--- config.mk ---
export PLATFORM = sky130hd
export DESIGN_NAME = mem_port_arbiter
export DESIGN_NICKNAME = d
export VERILOG_FILES = /design/src/rtl/mem_port_arbiter.sv
export SDC_FILE = /design/constraint.sdc
export NUM_CORES = 1
export LEC_CHECK = 0
export BUFFER_PORTS_ARGS = -buffer_cell sky130_fd_sc_hd__buf_2
export CAP_MARGIN = 20
export CORE_UTILIZATION = 40
export CTS_BUF_LIST = sky130_fd_sc_hd__clkbuf_16
export DETAILED_ROUTE_END_ITERATION = 8
export PLACE_DENSITY = 0.75
export SYNTH_ARGS = -nofsm -noshare
export SYNTH_HDL_FRONTEND = slang
export SYNTH_SLANG_ARGS = --single-unit
--- constraint.sdc ---
create_clock -name Clk -period 2.2 [get_ports Clk]
set_input_delay 0.44 -clock Clk [delete_from_list [all_inputs] [get_ports Clk]]
set_output_delay 0.44 -clock Clk [all_outputs]
set_load 0.01 [all_outputs]
--- src/rtl/mem_port_arbiter.sv ---
// Shared single-port RAM arbiter for the fetch (IF) and memory (DM) stages.
// One access per cycle. DM has priority, and a starvation guard forces an IF
// grant after STARVE_MAX consecutive DM wins while IF waits. Grants flow
// through a two-stage tag pipeline, so each completion pulses two cycles
// after its grant, in grant order.
//
// tag      | meaning
// ---------+------------------------------------------------
// TAG_NONE | no access issued in that cycle
// TAG_IF   | fetch read issued; capture MemRdata for IF
// TAG_DM_RD| data read issued; capture MemRdata for DM
// TAG_DM_WR| data write issued; pulse DmValid, keep DmRdata
module mem_port_arbiter #(
  parameter int ADDR_W     = 8,
  parameter int DATA_W     = 32,
  parameter int STARVE_MAX = 3
) (
  input  logic              Clk,
  input  logic              Rst_n,
  input  logic              IfReq,
  input  logic [ADDR_W-1:0] IfAddr,
  output logic [DATA_W-1:0] IfRdata,
  output logic              IfValid,
  output logic              IfStall,
  input  logic              DmReq,
  input  logic              DmWe,
  input  logic [ADDR_W-1:0] DmAddr,
  input  logic [DATA_W-1:0] DmWdata,
  output logic [DATA_W-1:0] DmRdata,
  output logic              DmValid,
  output logic              DmStall,
  output logic              MemEn,
  output logic              MemWe,
  output logic [ADDR_W-1:0] MemAddr,
  output logic [DATA_W-1:0] MemWdata,
  input  logic [DATA_W-1:0] MemRdata
);

  localparam int CNT_W = $clog2(STARVE_MAX + 1);
  localparam logic [CNT_W-1:0] STARVE_LIM = CNT_W'(STARVE_MAX);

  typedef enum logic [1:0] {
    TAG_NONE  = 2'd0,
    TAG_IF    = 2'd1,
    TAG_DM_RD = 2'd2,
    TAG_DM_WR = 2'd3
  } tag_t;

  logic             grant_if;
  logic             grant_dm;
  logic [CNT_W-1:0] starve_cnt;
  tag_t             tag_issue;
  tag_t             tag_s1;

  // Arbitration: DM wins a conflict unless IF has been starved long enough.
  // Grants are suppressed while reset is asserted.
  always_comb begin
    grant_if = 1'b0;
    grant_dm = 1'b0;
    if (Rst_n) begin
      if (IfReq && DmReq) begin
        if (starve_cnt == STARVE_LIM) grant_if = 1'b1;
        else                          grant_dm = 1'b1;
      end else begin
        grant_if = IfReq;
        grant_dm = DmReq;
      end
    end
  end

  // Classify this cycle's grant for the completion pipeline.
  always_comb begin
    tag_issue = TAG_NONE;
    if (grant_if)               tag_issue = TAG_IF;
    else if (grant_dm && DmWe)  tag_issue = TAG_DM_WR;
    else if (grant_dm)          tag_issue = TAG_DM_RD;
  end

  assign MemEn    = grant_if | grant_dm;
  assign MemWe    = grant_dm & DmWe;
  assign MemAddr  = grant_if ? IfAddr : (grant_dm ? DmAddr : '0);
  assign MemWdata = (grant_dm && DmWe) ? DmWdata : '0;
  assign IfStall  = IfReq & ~grant_if;
  assign DmStall  = DmReq & ~grant_dm;

  // Count consecutive DM wins while IF is waiting; any IF grant or a cycle
  // without an IF request restarts the count.
  always_ff @(posedge Clk) begin
    if (!Rst_n) begin
      starve_cnt <= '0;
    end else if (!IfReq || grant_if) begin
      starve_cnt <= '0;
    end else if (grant_dm && (starve_cnt != STARVE_LIM)) begin
      starve_cnt <= starve_cnt + CNT_W'(1);
    end
  end

  // Stage 1 remembers who issued; stage 2 captures RAM data and pulses Valid.
  // Reset flushes both stages so nothing granted before reset completes.
  always_ff @(posedge Clk) begin
    if (!Rst_n) begin
      tag_s1  <= TAG_NONE;
      IfValid <= 1'b0;
      DmValid <= 1'b0;
      IfRdata <= '0;
      DmRdata <= '0;
    end else begin
      tag_s1  <= tag_issue;
      IfValid <= (tag_s1 == TAG_IF);
      DmValid <= (tag_s1 == TAG_DM_RD) || (tag_s1 == TAG_DM_WR);
      if (tag_s1 == TAG_IF)    IfRdata <= MemRdata;
      if (tag_s1 == TAG_DM_RD) DmRdata <= MemRdata;
    end
  end

endmodule

; After elaboration in Yosys (flattened, before gate mapping)
; Index checks and enable logic that the tools add are counted.
; W data, S select, Z words.
[totals]
latchBits = 0
ramBits = 0
mem_count = 0
romBits = 0
output_inout_bits = 110
regBits = 70
[classes]
reduce_logical = 8
n_shift = 0
n_mux = 12
div_mod_pow = 0
multipliers = 0
bitwise = 7
eq_ne = 5
n_addsub = 1
n_lt_le_gt_ge = 0
[ops]
columns = operator, n
row1 = $mux W32, 1
row2 = $mux W8, 2
row3 = $mux W1, 7
row4 = $eq A2 B2 Y1 const B, 3
row5 = $mux W2, 2
row6 = $reduce_or A2 Y1, 2
row7 = $and A1 B1 Y1, 3
row8 = $logic_and A1 B1 Y1, 3
row9 = $not A1 Y1, 3
row10 = $add A2 B1 Y2 const B, 1
row11 = $eq A2 B1 Y1 const B, 1
row12 = $logic_or A1 B1 Y1, 2
row13 = $ne A2 B2 Y1 const B, 1
row14 = $logic_not A1 Y1, 1
row15 = $or A1 B1 Y1, 1

; Depth between registers and ports, before layout
; Gate-level depths: netlist of run 1.
[logic_depth]
ltp_word = 7
mapped_depth = 6
depth_no_buf = 4

; Worst setup path before layout of run 1
; Ideal clock, no wire load.
[synth_path]
path_type = flip-flop to output port
start = reg starve_cnt[0]
end = out MemWdata[18]
path_stages_with_launch = 7
t_arrival_ns = 1.264
path_slack_ns = 0.496
n_path_buf = 2
path_cell_list = dfxtp_1 -> ha_1 -> a21bo_1 -> buf_6 -> nor2_8 -> buf_6 -> and2_1
[synth_between]
elab_chain_cells = 6
[synth_lines]
columns = item, line_no
row1 = "start, declared", 51  ; logic [CNT_W-1:0] starve_cnt;
row2 = "start signal, assigned", 94  ; starve_cnt <= starve_cnt + CNT_W'(1);
row3 = $eq A2 B2 Y1, 62  ; if (starve_cnt == STARVE_LIM) grant_if = 1'b1;
row4 = $mux W1, 62
row5 = $mux W1, 61  ; if (IfReq && DmReq) begin
row6 = $mux W1, 60  ; if (Rst_n) begin
row7 = $logic_and A1 B1 Y1, 82  ; assign MemWdata = (grant_dm && DmWe) ? DmWdata : '0;
row8 = $mux W32, 82
row9 = "end, declared", 35  ; output logic [DATA_W-1:0] MemWdata,
; No other way between the ends.

; Final worst setup path of run 1
[layout_path]
start = reg starve_cnt[0]
end = out MemAddr[7]
[layout_between]
elab_chain_cells = 6
word_cells_on_any_way = 9
classes_between = eq/ne (1) / mux (8)
[layout_lines]
columns = item, line_no
row1 = $eq A2 B2 Y1 (*), 62
row2 = $mux W1, 62
row3 = $mux W1, 61
row4 = $mux W1, 60
row5 = $mux W8, 81  ; assign MemAddr = grant_if ? IfAddr : (grant_dm ? DmAddr : '0);
row6 = $mux W8 (*), 81
row7 = "end, declared", 34  ; output logic [ADDR_W-1:0] MemAddr,
; Every way passes the cells marked *; elsewhere a longest branch is shown, timed or not.

==> results.py, run 1 <==
metrics = {
    "status": {
        "status": "finished clean",
    },
    "routing": {
        "first_pass_iters": 4,
        "vias_per_cell": 4.693,
        "drc": 0,
        "wl_um": 8361,
        "drtAntennaViolNets": 0,
        "drt-initial-drc-count": 111,
        "wl_per_cell_um": 12.63,
        "vias": 3107,
    },
    "placed_design": {
        "place_area_um2": 4004,
        "pre_cts_ws_ns": 0.1925,
        "gp_congestion": 0.7717,
        "port_buffers": 194,
        "dp.final_hpwl_um": 6107,
    },
    "yosys": {
        "synthAdderAreaFrac_pct": 0.4198,
        "synthSimpleGateAreaFrac_pct": 28.34,
        "yosysSeqAreaShare_pct": 47.02,
        "synthMuxAreaShare_pct": 0,
        "syn_nets": 454,
        "mappedNetlistArea_um2": 2980,
        "yosysUniqueCellTypes": 20,
        "synth_top_family_by_area": "simple AND/OR/NAND/NOR gates",
        "avgSynthCellArea_um2": 8.099,
        "ys_async_sr_fraction_pct": 0,
        "ys.flop_type": "dfxtp_1",
        "synthXorXnorAreaFrac_pct": 0,
        "synth_compound_area_share_pct": 19.14,
        "syn_inst": 368,
        "synth-edff-count": 0,
        "yosys_warnings": 0,
        "synth.ff_latch_count": 70,
    },
    "clock_tree": {
        "ctsRootBufferMaster": "clkbuf_16",
        "cts_buffers": 9,
        "clock_sinks": 70,
        "cts_tree": "done",
        "clk_pin_slew_worst_paths_ns": 0.05,
        "cts_buffer_depth": 2,
        "clk_latency_ns": 0.32,
        "htreeDepth": 3,
        "cts_hold_buf": 0,
    },
    "global_routing": {
        "grt_pass1_vias": 2703,
        "grt_pass1_wl_um": 12560,
        "antenna_found_initial": 0,
        "grt_max_degree": 43,
        "grt_usage_pct": 21.15,
        "grt_overflow_total": 0,
    },
    "timing": {
        "fmax_mhz": 483.1,
        "setup_violations": 0,
        "slew_headroom_pct": 73.84,
        "tightestPinTransition_ns": 0.3914,
        "hold_ws_ns": 0.3746,
        "fin_ws_ns": 0.1301,
        "rsz0062_at_grt": "false",
        "min_period_over_period_pct": 94.09,
        "hold_viol": 0,
        "fin_crit_ns": 2.070,
        "setup_tns_ns": 0,
        "report.final.slew_viol_count": 0,
        "skew_ns": 0.005368,
    },
    "setup_path": {
        "worstPathArrival_ns": 1.63,
        "rrSetupSlack_ns": 0.79,
        "crit_fanout": 6,
        "path_cells": "ha_2, a21bo_4, buf_4, o22ai_1, buf_2",
        "worst_setup_path_end_kind": "output pin",
        "max_stage_delay_ns": 0.31,
        "setup.worst_path.class": "reg -> out",
        "cp-start-kind": "flop",
        "crit_slowest_cell": "dfxtp_1",
        "required_ns": 1.76,
    },
    "power_and_ir_drop": {
        "power.density_nw_per_um2": 698.1,
        "p_leak_nw": 2.141,
        "vdd.ir_drop.worst_uv": 397.3,
    },
    "floorplan": {
        "rows": 31,
        "coreArea_um2": 7214,
        "die-height_um": 88.32,
        "die_x_um": 88.32,
        "start_util_pct": 41.31,
        "ios": 195,
        "die_area_um2": 7800,
    },
    "finish": {
        "area_growth_pct": 44.84,
        "final_layout_size_suffix_gt1_share_pct": 40.50,
        "final_nets": 645,
        "final_area_um2": 4317,
        "diodes": 0,
    },
    "run": {
        "max_cap_violations": 0,
    },
    "worst_hold_path": {
        "hp-class": "in -> reg",
    },
}
stage by stage:
stage	cells	utilization, %	total power (W)
floorplan	368	-	0.001587
global placement	643	55.50	0.001777
detailed placement	643	55.50	0.001786
CTS	660	59.38	0.003045
global route	662	59.83	0.003165
finish	662	59.83	0.003013
cells by family after synthesis:
family                     count (synthesis)
and+or+nand+nor                          192
DFF                                       70
adders and majority gates                  1
buffers and inverters                     28
AOI/OAI and AO/OA                         77
worst paths after layout:
path | start | end | cells after the start
setup / recovery | starve_cnt[0] | MemAddr[7] | 5
hold / removal | MemRdata[1] | IfRdata[1] | 3
setup reg to reg | tag_s1[1] | IfRdata[0] | 4
hold reg to reg | starve_cnt[0] | starve_cnt[0] | 1
registers in the layout, summed over array words and instances, names as in the netlist:
signal      flops
IfRdata        32
starve_cnt      2
DmValid         1
IfValid         1
tag_s1          2
DmRdata        32
critical path: cells and delay by family, from the launching register on:
family	cells	cell delay, ns
AO/OA/AOI/OAI	2	0.44
buffers and inverters	2	0.34
flip-flops	1	0.31
adder cells (fa/ha/maj)	1	0.21
metal layers:
layer	wire length (um)	track usage, %	up-vias
li1	-	-	1565
met1	3771	27.49	1411
met2	3811	33.08	122
met3	678	6.810	9
met4	99	7.331	0
met5	0	0	-
cells in the mapped netlist, types with 2 or more instances:
cell,number,area (um2)
nand2b_1,2,12.51
buf_6,4,45.04
nand2_1,148,555.5
dfxtp_1,70,1401
o22ai_1,8,50.05
buf_1,2,7.510
clkbuf_1,9,33.78
a21boi_0,67,503.0
and2_1,34,212.7
nor2b_1,2,12.51
buf_2,13,65.06
timing repair:
item / in CTS / in global routing
cloned: 2 / 0
setup endpoints to repair: 32 / 36
resized for setup: 2 / 4
pin swaps: 2 / 2
buffers inserted: 0 / 2
cells in the final DEF, fill, tap and decap left out:
master      Yosys  layout
o22ai_2         0       1
o21a_1          1       1
a21boi_0       67      67
buf_2          13     194
and2_1         34      34
nor3b_1         1       1
nor2_8          1       1
ha_2            0       1
nand3_1         1       1
inv_1           0       2
and3_1          1       1
nand2_2         0       1
or2b_1          1       1
nor2b_2         0       2
nor2_4          0       2
clkinvlp_4      0       2
nor3_1          1       1
dfxtp_1        70      70
buf_4           0      12
nand2_1       148     147
a21bo_4         0       1
nand2b_1        2       2
o22ai_1         8       7
clkbuf_16       0       9
clkinv_2        0       2
layout make-up:
cell class | count | area [um2]
fill | 667 | 2898
multi-input combinational | 272 | 1473
sequential | 70 | 1401
timing repair buffer | 206 | 1061
clock buffer | 9 | 225.2
tap | 99 | 123.9
clock inverter | 6 | 32.53
where the power goes:
part | leakage [nW] | switching (W) | internal, W
clock network | 0.130 | 0.000503 | 0.000742
logic | 1.44 | 0.000224 | 0.000189
registers | 0.571 | 0.0000279 | 0.00133
No activity file was read; power rests on OpenSTA's default activity.
==> run 2: changes to the inputs <==
- BUFFER_PORTS_ARGS: -buffer_cell sky130_fd_sc_hd__buf_2 -> -buffer_cell sky130_fd_sc_hd__clkbuf_2
- CORE_UTILIZATION: 40 -> 38
- PLACE_DENSITY: 0.75 -> 0.74
- clock period: 2.2 -> 1.75 ns (I/O delays scaled with it)
==> run 2 against run 1 <==
  * Clock power increased by 26%
  * Sequential share of layout area fell by 1.6 points
  * Worst hold slack lost 0.097 ns
  * Critical endpoint is now MemWdata[24]
  * Sequential power grew 27%
  * Highest routed layer unchanged
  * First-iteration DRC count down 6.3%
  * Largest cell class unchanged
  * Die area grew 5.1%
  * Register-to-register slack worse by 0.27 ns
  * The run now ends with negative setup slack left
  * Clock-buffer cell count unchanged
  * Power rose by 28%
  * Wire length increased by 11%
==> results.py, run 2 (synthesized netlist as in run 1, its figures left out) <==
metrics = {
    "status": {
        "status": "complete, but fails checks",
        "violations": "negative setup slack",
    },
    "worst_hold_path": {
        "hp-class": "in -> reg",
    },
    "global_routing": {
        "antenna_found_initial": 0,
        "grt_overflow_total": 0,
        "grt_usage_pct": 21.68,
        "grt_max_degree": 58,
        "grt_pass1_vias": 2952,
        "grt_pass1_wl_um": 14330,
    },
    "routing": {
        "top_layer": "met4",
        "drt-initial-drc-count": 104,
        "drt-met1-wl_um": 4181,
        "route.met2.wl_um": 4471,
        "drc": 0,
        "wl_per_cell_um": 13.95,
        "vias_per_cell": 4.713,
        "wl_um": 9288,
        "first_pass_iters": 4,
        "vias": 3139,
        "drtAntennaViolNets": 0,
        "dr_wl_met3_um": 507,
    },
    "floorplan": {
        "start_util_pct": 40.23,
        "die-height_um": 90.56,
        "coreArea_um2": 7408,
        "die_x_um": 90.56,
        "ios": 195,
        "die_area_um2": 8201,
        "rows": 31,
    },
    "timing": {
        "setup_violations": 41,
        "fmax_mhz": 508.4,
        "fin_ws_ns": -0.2168,
        "tightestPinTransition_ns": 0.4780,
        "skew_ns": 0.004423,
        "report.final.slew_viol_count": 0,
        "rsz0062_at_grt": "true",
        "slew_headroom_pct": 68.14,
        "hold_viol": 0,
        "hold_ws_ns": 0.2771,
        "fin_crit_ns": 1.967,
        "min_period_over_period_pct": 112.4,
    },
    "placed_design": {
        "place_area_um2": 4031,
        "port_buffers": 194,
        "dp.final_hpwl_um": 6340,
        "gp_congestion": 0.7784,
        "dp.cells": 645,
        "pre_cts_ws_ns": 0.02508,
    },
    "power_and_ir_drop": {
        "p_int_w": 0.002869,
        "p_switching_w": 0.0009758,
        "switching_share_pct": 25.38,
        "clkPwrFrac_pct": 40.9,
        "power.density_nw_per_um2": 844.8,
        "power.share.sequential_pct": 44.4,
        "p_leak_nw": 2.175,
        "vdd.ir_drop.worst_uv": 617.2,
        "pwr-share-comb_pct": 14.7,
    },
    "finish": {
        "fin_util_pct": 61.43,
        "final_layout_size_suffix_gt1_share_pct": 44.44,
        "area_growth_pct": 52.69,
        "multi_input_comb_area_um2": 1546,
        "seq_area_um2": 1404,
        "n_fill_cell": 680,
        "final_cell_count_no_fill": 666,
        "diodes": 0,
        "final_nets": 648,
        "reg_top3": "DmRdata: 32 flops, IfRdata: 32 flops",
        "final_common_cell": "clkbuf_2",
        "final_cell_mix": "clkbuf_2, nand2_1, dfxtp_1",
        "final_area_um2": 4551,
    },
    "clock_tree": {
        "clk_latency_ns": 0.32,
        "cts_tree": "done",
        "cts_buffer_depth": 2,
        "clock_sinks": 70,
        "clk_pin_slew_worst_paths_ns": 0.06,
        "htreeDepth": 3,
        "ctsRootBufferMaster": "clkbuf_16",
        "cts_buffers": 9,
    },
    "setup_path": {
        "worstPathArrival_ns": 1.62,
        "required_ns": 1.40,
        "crit_fanout": 8,
        "setup.worst_path.class": "reg -> out",
        "cp-start-kind": "flop",
        "worst_setup_path_end_kind": "output pin",
    },
    "run": {
        "max_cap_violations": 0,
    },
}
-- run 2: path summary, 6_finish.rpt --
kind | end | startpoint | cells past startpoint | slack [ns]
hold reg to reg | DmRdata[3] | DmRdata[3] | 2 | 0.46
setup reg to reg | IfRdata[21] | tag_s1[1] | 4 | 0.52
setup / recovery | MemWdata[24] | starve_cnt[0] | 5 | -0.22
hold / removal | IfRdata[18] | MemRdata[18] | 3 | 0.28
-- run 2: critical path: stages, from the launching register on --
cell and delay [ns]:
dfxtp_2 0.33, ha_4 0.17, a21bo_4 0.27, nor2_4 0.22, and2_1 0.18, clkbuf_2 0.14
-- run 2: layout make-up --
cell class	instances	share of cell area, %
Multi-Input combinational cell	273	33.98
Tap cell	99	2.722
Clock buffer	9	4.949
Sequential cell	70	30.85
Clock inverter	7	0.7424
Timing Repair Buffer	208	26.75
-- run 2: timing repair --
| action | CTS | global route |
|---|---|---|
| pin swaps | 16 | 26 |
| setup buffers | 0 | 2 |
| hold endpoints to repair | 0 | 0 |
| endpoints found under the setup margin | 43 | 43 |
| hold buffers | 0 | 0 |
| gates cloned | 3 | 0 |
| gates resized for setup | 8 | 75 |
-- run 2: through the flow --
| step | total power, W | setup TNS (ns) |
|---|---|---|
| finish | 0.003844 | -6.393 |
| detailed placement | 0.002255 | 0 |
| CTS | 0.003844 | -5.731 |
| global placement | 0.002245 | 0 |
| floorplan | 0.001995 | 0 |
| global route | 0.004018 | -8.566 |
-- run 2: routing by layer --
metal,track usage (%),vias up
met3,5.219,13
met2,34.66,113
met5,0,-
met1,28.47,1444
li1,-,1569
met4,7.392,0
-- run 2: power groups by stage --
stage | Sequential (W) | Combinational [W] | Clock, W
floorplan | 0.00177 | 0.000227 | 0
global placement | 0.00174 | 0.000509 | 0
detailed placement | 0.00174 | 0.000516 | 0
CTS | 0.00171 | 0.000530 | 0.00161
global route | 0.00171 | 0.000622 | 0.00168
finish | 0.00171 | 0.000566 | 0.00157
==> run 3: changes to the inputs <==
- CORE_UTILIZATION: 38 -> 39
- CTS_BUF_LIST: sky130_fd_sc_hd__clkbuf_16 -> sky130_fd_sc_hd__clkbuf_2 sky130_fd_sc_hd__clkbuf_4 sky130_fd_sc_hd__clkbuf_8
- PLACE_DENSITY: 0.74 -> 0.76
==> run 3 against run 2 <==
  * The run still ends with negative setup slack left
  * Flip-flop and latch count is the same
  * Non-clock buffer count is 1 lower
  * Wire length fell by 4.8%
  * Register-to-register slack got worse by 0.05 ns
  * Utilization down 0.34 points
  * Global-route usage is 1.0 points lower
  * Sequential power about the same
  * Critical endpoint is now MemWdata[0]
  * Die area down 2.5%
  * Worst setup slack better by 0.0040 ns
  * Highest routed layer unchanged
==> results.py, run 3 (synthesized netlist as in run 1, its figures left out) <==
metrics = {
    "floorplan": {
        "coreArea_um2": 7331,
        "die_x_um": 89.42,
        "ios": 195,
        "die_area_um2": 7996,
        "start_util_pct": 40.66,
        "die-height_um": 89.42,
        "rows": 31,
    },
    "finish": {
        "final_common_cell": "clkbuf_2",
        "diodes": 0,
        "multi_input_comb_area_um2": 1560,
        "final_cell_mix": "clkbuf_2, nand2_1, dfxtp_1",
        "area_growth_pct": 50.25,
        "final_nets": 647,
        "n_fill_cell": 681,
        "final_layout_size_suffix_gt1_share_pct": 43.82,
        "seq_area_um2": 1403,
        "reg_top3": "DmRdata: 32 flops, IfRdata: 32 flops",
    },
    "global_routing": {
        "grt_overflow_total": 0,
        "grt_usage_pct": 20.67,
        "antenna_found_initial": 0,
        "grt_pass1_wl_um": 12500,
        "grt_max_degree": 60,
        "grt_pass1_vias": 2672,
    },
    "timing": {
        "report.final.slew_viol_count": 0,
        "fin_crit_ns": 1.963,
        "skew_ns": 0.006855,
        "hold_viol": 0,
        "min_period_over_period_pct": 112.2,
        "fmax_mhz": 509.5,
        "fin_ws_ns": -0.2127,
        "setup_violations": 41,
        "rsz0062_at_grt": "true",
        "tightestPinTransition_ns": 0.4687,
        "slew_headroom_pct": 68.68,
    },
    "power_and_ir_drop": {
        "vdd.ir_drop.worst_uv": 430.9,
        "power.density_nw_per_um2": 830.9,
        "power_w": 0.003721,
        "p_leak_nw": 2.136,
    },
    "setup_path": {
        "worstPathArrival_ns": 1.61,
        "path_delay_family": "simple AND/OR/NAND/NOR gates",
        "path_cells": "ha_4, a21bo_4, nor2_4, and2_1, buf_2",
        "cp-start-kind": "flop",
        "max_stage_delay_ns": 0.34,
        "required_ns": 1.40,
        "worst_setup_path_end_kind": "output pin",
        "cp.buffers_inverters": 1,
        "setup.worst_path.class": "reg -> out",
        "crit_slowest_cell": "dfxtp_2",
        "crit_fanout": 8,
    },
    "placed_design": {
        "dp.final_hpwl_um": 6265,
        "gp_congestion": 0.7771,
        "port_buffers": 194,
        "pre_cts_ws_ns": -0.005940,
    },
    "routing": {
        "drtAntennaViolNets": 0,
        "wl_um": 8838,
        "drt-initial-drc-count": 97,
        "vias_per_cell": 4.680,
        "wl_per_cell_um": 13.29,
        "first_pass_iters": 4,
        "vias": 3112,
        "drc": 0,
    },
    "worst_hold_path": {
        "hp-class": "in -> reg",
    },
    "clock_tree": {
        "clk_latency_ns": 0.33,
        "cts_tree": "done",
        "cts_buffer_depth": 2,
        "clk_pin_slew_worst_paths_ns": 0.07,
        "ctsRootBufferMaster": "clkbuf_8",
        "clock_sinks": 70,
        "htreeDepth": 3,
        "cts_buffers": 9,
    },
    "run": {
        "max_cap_violations": 0,
    },
    "status": {
        "violations": "negative setup slack",
        "status": "complete, but fails checks",
    },
}
## run 3: cell count changes in the layout (fill, tap and decap cells not counted), moves of 8 or more
cell / delta
and2_1: +10
clkbuf_16: -9
clkbuf_2: +8
and2_4: -10
clkbuf_8: +9
buf_6: -11
## run 3: tightest hold or removal path: stages
cell and delay, ns:
clkbuf_2 0.09, nand2_1 0.04, a21boi_0 0.06
## run 3: path summary, 6_finish.rpt
kind | startpoint | endpoint | slack [ns] | depth (start not counted)
worst max-delay path | starve_cnt[0] | MemWdata[0] | -0.21 | 5
worst min-delay path | MemRdata[19] | IfRdata[19] | 0.25 | 3
worst min register to register | starve_cnt[0] | starve_cnt[0] | 0.44 | 1
worst max register to register | tag_s1[0] | IfRdata[7] | 0.47 | 4
## run 3: metal layers
metal	track usage [%]	vias up	share of wire, %
met1	27.14	1423	44
li1	-	1571	-
met4	7.792	0	0.95
met2	32.89	112	48
met3	5.078	6	6.8
met5	0	-	0
## run 3: area by class of cell
class,count,area share [%]
multi-input cells,273,34.84
repair buffers,207,26.10
clock buffers,13,3.437
clock inverters,3,1.537
well taps,99,2.766
flip-flops and latches,70,31.32
## run 3: where the power goes
| group | switching, W | internal, W |
|---|---|---|
| clock | 0.000583 | 0.000871 |
| combinational | 0.000300 | 0.000264 |
| sequential | 0.0000380 | 0.00166 |
## run 3: timing repair
action / 4_1_cts / 5_1_grt
hold buffers: 0 / 0
setup buffers: 1 / 1
pin swaps: 13 / 13
resized for setup: 11 / 50
endpoints found under the setup margin: 42 / 43
gates cloned: 3 / 0
## run 3: metrics by stage
step | cells | TNS, ns | util, % | hold slack, ns | cell area, um2
after CTS | 664 | -6.914 | 59.41 | 0.2426 | 4355
final | 665 | -6.930 | 61.09 | 0.2507 | 4478
after global placement | 644 | 0 | 55.23 | 0.4128 | 4049
after global routing | 665 | -9.403 | 61.09 | 0.2550 | 4478
after detailed placement | 644 | -0.01356 | 55.23 | 0.4283 | 4049
after floorplan | 368 | 0 | - | 0.4063 | 2980
